<file path="src/rtl/pex_mem_pkg.sv">
// Shared definitions for the unified instruction/data memory arbiter:
// port identifiers, default widths and the in-flight read tag.
package pex_mem_pkg;

    localparam logic PORT_I = 1'b0;
    localparam logic PORT_D = 1'b1;

    localparam int DEF_ADDR_W = 12;
    localparam int DEF_DATA_W = 32;

    typedef struct packed {
        logic valid;
        logic port;
    } mem_tag_t;

endpackage

</file>
<file path="src/rtl/mem_tag_pipe.sv">
// Fixed-depth shift register of read tags; the tail entry lines up with the
// memory's read data, so it says which requester owns the returning word.
module mem_tag_pipe
    import pex_mem_pkg::*;
#(
    parameter int DEPTH = 1
) (
    input  logic     clk,
    input  logic     rst,
    input  mem_tag_t tag_in,
    output mem_tag_t tag_out
);

    mem_tag_t [DEPTH-1:0] tags_q;
    mem_tag_t [DEPTH-1:0] tags_d;

    always_comb begin
        tags_d    = tags_q;
        tags_d[0] = tag_in;
        for (int i = 1; i < DEPTH; i++) begin
            tags_d[i] = tags_q[i-1];
        end
    end

    always_ff @(posedge clk or posedge rst) begin
        if (rst) begin
            tags_q <= '0;
        end else begin
            tags_q <= tags_d;
        end
    end

    assign tag_out = tags_q[DEPTH-1];

endmodule

</file>
<file path="src/rtl/unified_mem_arbiter.sv">
// Single-port memory shared by instruction fetch (read only) and data access.
// Data wins contention until it has starved fetch for STARVE_LIMIT grants.
module unified_mem_arbiter
    import pex_mem_pkg::*;
#(
    parameter int ADDR_W       = DEF_ADDR_W,
    parameter int DATA_W       = DEF_DATA_W,
    parameter int RD_LATENCY   = 1,
    parameter int STARVE_LIMIT = 4
) (
    input  logic              clk,
    input  logic              rst,
    input  logic              i_req,
    input  logic [31:0]       i_addr,
    output logic              i_gnt,
    output logic              i_rvalid,
    output logic [DATA_W-1:0] i_rdata,
    input  logic              d_req,
    input  logic              d_we,
    input  logic [31:0]       d_addr,
    input  logic [DATA_W-1:0] d_wdata,
    output logic              d_gnt,
    output logic              d_rvalid,
    output logic [DATA_W-1:0] d_rdata,
    output logic              mem_en,
    output logic              mem_we,
    output logic [ADDR_W-1:0] mem_addr,
    output logic [DATA_W-1:0] mem_wdata,
    input  logic [DATA_W-1:0] mem_rdata,
    output logic [15:0]       stat_conflicts
);

    localparam int                  STREAK_W   = $clog2(STARVE_LIMIT + 1);
    localparam logic [STREAK_W-1:0] STREAK_MAX = STREAK_W'(STARVE_LIMIT);

    logic [STREAK_W-1:0] streak_q, streak_d;
    logic [15:0]         conflicts_q, conflicts_d;
    logic                i_win;
    mem_tag_t            tag_in;
    mem_tag_t            tag_tail;

    // Byte-offset and high address bits are intentionally dropped.
    logic unused_addr_bits;
    assign unused_addr_bits = ^{i_addr[31:ADDR_W+2], i_addr[1:0],
                                d_addr[31:ADDR_W+2], d_addr[1:0]};

    always_comb begin
        i_win = i_req && (!d_req || (streak_q == STREAK_MAX));
        i_gnt = !rst && i_win;
        d_gnt = !rst && d_req && !i_win;

        // Only a data grant that made fetch wait extends the streak.
        streak_d = '0;
        if (i_req && d_gnt) begin
            streak_d = streak_q + 1'b1;
        end

        conflicts_d = conflicts_q;
        if (i_req && d_req && (conflicts_q != 16'hFFFF)) begin
            conflicts_d = conflicts_q + 16'd1;
        end
    end

    always_comb begin
        mem_en    = i_gnt || d_gnt;
        mem_we    = d_gnt && d_we;
        mem_addr  = '0;
        mem_wdata = '0;
        if (!rst) begin
            mem_addr  = d_gnt ? d_addr[ADDR_W+1:2] : i_addr[ADDR_W+1:2];
            mem_wdata = d_wdata;
        end

        tag_in.valid = mem_en && !mem_we;
        tag_in.port  = d_gnt ? PORT_D : PORT_I;
    end

    mem_tag_pipe #(
        .DEPTH(RD_LATENCY)
    ) u_tag_pipe (
        .clk    (clk),
        .rst    (rst),
        .tag_in (tag_in),
        .tag_out(tag_tail)
    );

    always_comb begin
        i_rvalid = tag_tail.valid && (tag_tail.port == PORT_I);
        d_rvalid = tag_tail.valid && (tag_tail.port == PORT_D);
        i_rdata  = rst ? '0 : mem_rdata;
        d_rdata  = rst ? '0 : mem_rdata;
    end

    always_ff @(posedge clk or posedge rst) begin
        if (rst) begin
            streak_q    <= '0;
            conflicts_q <= '0;
        end else begin
            streak_q    <= streak_d;
            conflicts_q <= conflicts_d;
        end
    end

    assign stat_conflicts = conflicts_q;

endmodule

</file>
<file path="config.mk">
export PLATFORM = sky130hd
export DESIGN_NAME = unified_mem_arbiter
export DESIGN_NICKNAME = d
export VERILOG_FILES = /design/src/rtl/pex_mem_pkg.sv /design/src/rtl/mem_tag_pipe.sv /design/src/rtl/unified_mem_arbiter.sv
export SDC_FILE = /design/constraint.sdc
export NUM_CORES = 1
export LEC_CHECK = 0
export CAP_MARGIN = 20
export CORE_AREA = 4 4 99 101
export CTS_CLUSTER_SIZE = 25
export DETAILED_ROUTE_END_ITERATION = 7
export DIE_AREA = 0 0 103 105
export HOLD_SLACK_MARGIN = 0.06
export PLACE_DENSITY = 0.82
export SLEW_MARGIN = 30
export SYNTH_ARGS = -nofsm -noshare
export SYNTH_HDL_FRONTEND = slang
export SYNTH_SLANG_ARGS = --single-unit
export TNS_END_PERCENT = 20
</file>
<file path="constraint.sdc">
create_clock -name clk -period 2.4 [get_ports clk]
set_clock_uncertainty 0.15 [all_clocks]
set_input_delay 0.48 -clock clk [delete_from_list [all_inputs] [get_ports clk]]
set_output_delay 0.48 -clock clk [all_outputs]
set_load 0.01 [all_outputs]
</file>
==> insert_results.sql <==
INSERT INTO impl_metrics (metric_group, metric, value, unit) VALUES
('outcome', 'status', 'finished clean', ''),
('sta', 'finalMaxSlewViolations', '0', ''),
('critical_path', 'worst-r2r-cell-count', '4', ''),
('critical_path', 'endpoint_kind', 'primary output', ''),
('placed_design', 'numPortBuffers', '222', ''),
('synthesis', 'synthArstFlopShare', '1.00', ''),
('clocking', 'postCtsHoldBufs', '0', ''),
('global_routing', 'first_pass_grt_wire_length', '11.1', 'mm'),
('floorplanning', 'rows', '35', ''),
('placed_design', 'dpl-instance-area', '4040', 'µm²'),
('critical_path', 'critical_path.max_fanout', '2', ''),
('detailed_routing', 'detail_route.iter0.violations', '85', ''),
('clocking', 'clock_buffers_created_by_tritoncts', '3', ''),
('hold_path', 'min_path_type', 'reg -> reg', ''),
('pwr', 'powerDensity', '353', 'nW/µm²'),
('clocking', 'cts.root.buffer_cell', 'sky130_fd_sc_hd__clkbuf_8', ''),
('critical_path', 'critical_path_class', 'in -> out', ''),
('sta', 'final.period_utilization', '0.980', ''),
('synthesis', 'synth_ff_type', 'sky130_fd_sc_hd__dfrtp_1', ''),
('synthesis', 'synth-seq-area-share', '0.283', ''),
('global_routing', 'grt.busiest_layer', 'met2', ''),
('final_layout', 'drive_above_1_share', '0.0849', ''),
('synthesis', 'ys_warn_count', '0', ''),
('pwr', 'power_switching', '0.451', 'mW'),
('critical_path', 'regToRegSetupSlack', '0.44', 'ns'),
('synthesis', 'ys_ff_latch', '21', ''),
('final_layout', 'syn2layout_area_growth', '118', '%'),
('global_routing', 'grt_util_met3', '0.0434', ''),
('sta', 'hold_viol', '0', ''),
('global_routing', 'antenna_found_initial', '0', ''),
('final_layout', 'finish.net_count', '573', ''),
('synthesis', 'ys_top_cells_by_area', 'sky130_fd_sc_hd__dfrtp_1, sky130_fd_sc_hd__nor2b_1, sky130_fd_sc_hd__buf_4', ''),
('pwr', 'combinationalPowerShare', '0.507', ''),
('global_routing', 'grtUsageTotal', '0.125', ''),
('pwr', 'leakage_power_total', '1.67', 'nW'),
('floorplanning', 'die_area', '10800', 'µm²'),
('final_layout', 'most-common-layout-cells', 'sky130_fd_sc_hd__clkdlybuf4s50_1, sky130_fd_sc_hd__nor2b_1, sky130_fd_sc_hd__nand2_1, sky130_fd_sc_hd__dfrtp_1', ''),
('synthesis', 'yosysTopAreaCell', 'sky130_fd_sc_hd__dfrtp_1', ''),
('critical_path', 'worstReg2RegStart', 'stat_conflicts[5]', ''),
('sta', 'worst_slack', '0.0476', 'ns'),
('pwr', 'power', '1.43', 'mW'),
('clocking', 'cts.clk_slew.worst_paths', '0.07', 'ns'),
('floorplanning', 'die_height', '105', 'µm'),
('critical_path', 'cp_data_required_time', '1.77', 'ns'),
('clocking', 'cts_max_path_buffers', '2', ''),
('final_layout', 'antenna_cells_inserted', '0', ''),
('sta', 'timing.final.setup_violations', '0', ''),
('final_layout', 'finish.cell_count_without_fillers', '547', ''),
('sta', 'max_freq', '0.425', 'GHz'),
('detailed_routing', 'drt-pass1-iter-count', '4', ''),
('sta', 'holdWs', '0.378', 'ns'),
('final_layout', 'finalInstanceArea', '4050', 'µm²'),
('clocking', 'cts_sinks', '21', ''),
('global_routing', 'use_met2', '0.226', ''),
('critical_path', 'critical_path_arrival', '1.72', 'ns'),
('pwr', 'p_int', '0.981', 'mW'),
('clocking', 'cts_setup_buffers', '0', ''),
('detailed_routing', 'num_vias', '2313', ''),
('critical_path', 'startpoint_type', 'input port', ''),
('critical_path', 'worst_setup_path_endpoint', 'i_rdata[14]', ''),
('clocking', 'worst_skew_pair.late_latency', '0.26', 'ns'),
('floorplanning', 'num_io_pins', '263', ''),
('global_routing', 'global_route.overflow_total', '0', ''),
('detailed_routing', 'vias_per_cell', '4.23', ''),
('floorplanning', 'floorplan.initialDensity', '0.206', ''),
('flow_run', 'timing.max_cap.violations', '0', ''),
('synthesis', 'netlist-cell-type-count', '31', ''),
('placed_design', 'place.gp.congestion', '0.812', ''),
('sta', 'slew_headroom', '0.651', ''),
('clocking', 'cts_tree', 'built', ''),
('detailed_routing', 'final_antenna_net_count', '0', '');
kinds of logic (layout without fill, tap and decap cells):
| family | count (synthesis) | count (layout) | synth area share |
|---|---|---|---|
| buffers and inverters | 47 | 243 | 0.160 |
| flip-flops | 21 | 21 | 0.283 |
| adder cells (fa/ha/maj) | 3 | 3 | 0.0202 |
| AND/OR/NAND/NOR | 137 | 137 | 0.404 |
| multiplexers | 2 | 2 | 0.0121 |
| AO/OA/AOI/OAI | 15 | 15 | 0.0492 |
| XOR/XNOR | 15 | 15 | 0.0708 |
worst max-delay path, cell delays in order:
cell	delay, ns
sky130_fd_sc_hd__clkdlybuf4s50_1	0.46
sky130_fd_sc_hd__nor2b_1	0.20
sky130_fd_sc_hd__clkdlybuf4s50_1	0.58
timing repair:
item                       4_1_cts  5_1_grt
resized for setup               28       29
gates cloned                     0        0
pin swaps                        0        1
setup endpoints to repair       16       72
area by class of cell:
type                       count  area (µm²)
fill                         856        4970
timing repair buffer         235        2270
multi-input combinational    172        1050
sequential                    21         526
tap                          111         139
clock buffer                   4        45.0
inverter                       4        15.0
power groups by stage:
stage	Sequential, mW	Combinational, mW	Clock (mW)
finish	0.474	0.726	0.231
global route	0.482	0.779	0.255
CTS	0.474	0.740	0.240
detailed placement	0.481	0.743	0
global placement	0.479	0.735	0
floorplan	0.492	0.259	0
worst min path at each step:
stage | startpoint | endpoint | cells after the start
3_5_place_dp | stat_conflicts[15] | stat_conflicts[15] | 1
5_1_grt | stat_conflicts[13] | stat_conflicts[13] | 1
6_report | streak_q[0] | streak_q[0] | 2
3_3_place_gp | stat_conflicts[15] | stat_conflicts[15] | 1
4_1_cts | streak_q[0] | streak_q[0] | 2
2_1_floorplan | streak_q[0] | streak_q[0] | 1
Yosys cell counts, drive strengths merged (6+ instances only):
cell	instances
nand4	7
buf	35
nor3	6
dfrtp	21
xor2	6
nand3	6
nand2	34
clkbuf	8
nor2b	66
xnor2	9
nor2	7
a21oi	12
routing by layer:
layer	wire, µm	vias up
li1	-	1126
met1	2740	1044
met2	3670	139
met3	993	4
met4	43	0
met5	0	-
sequential cells by signal, summed over array words and instances (netlist names):
signal              cells
streak_q                3
u_tag_pipe.tag_out      2
stat_conflicts         16
Power figures use the tool's default switching activity.
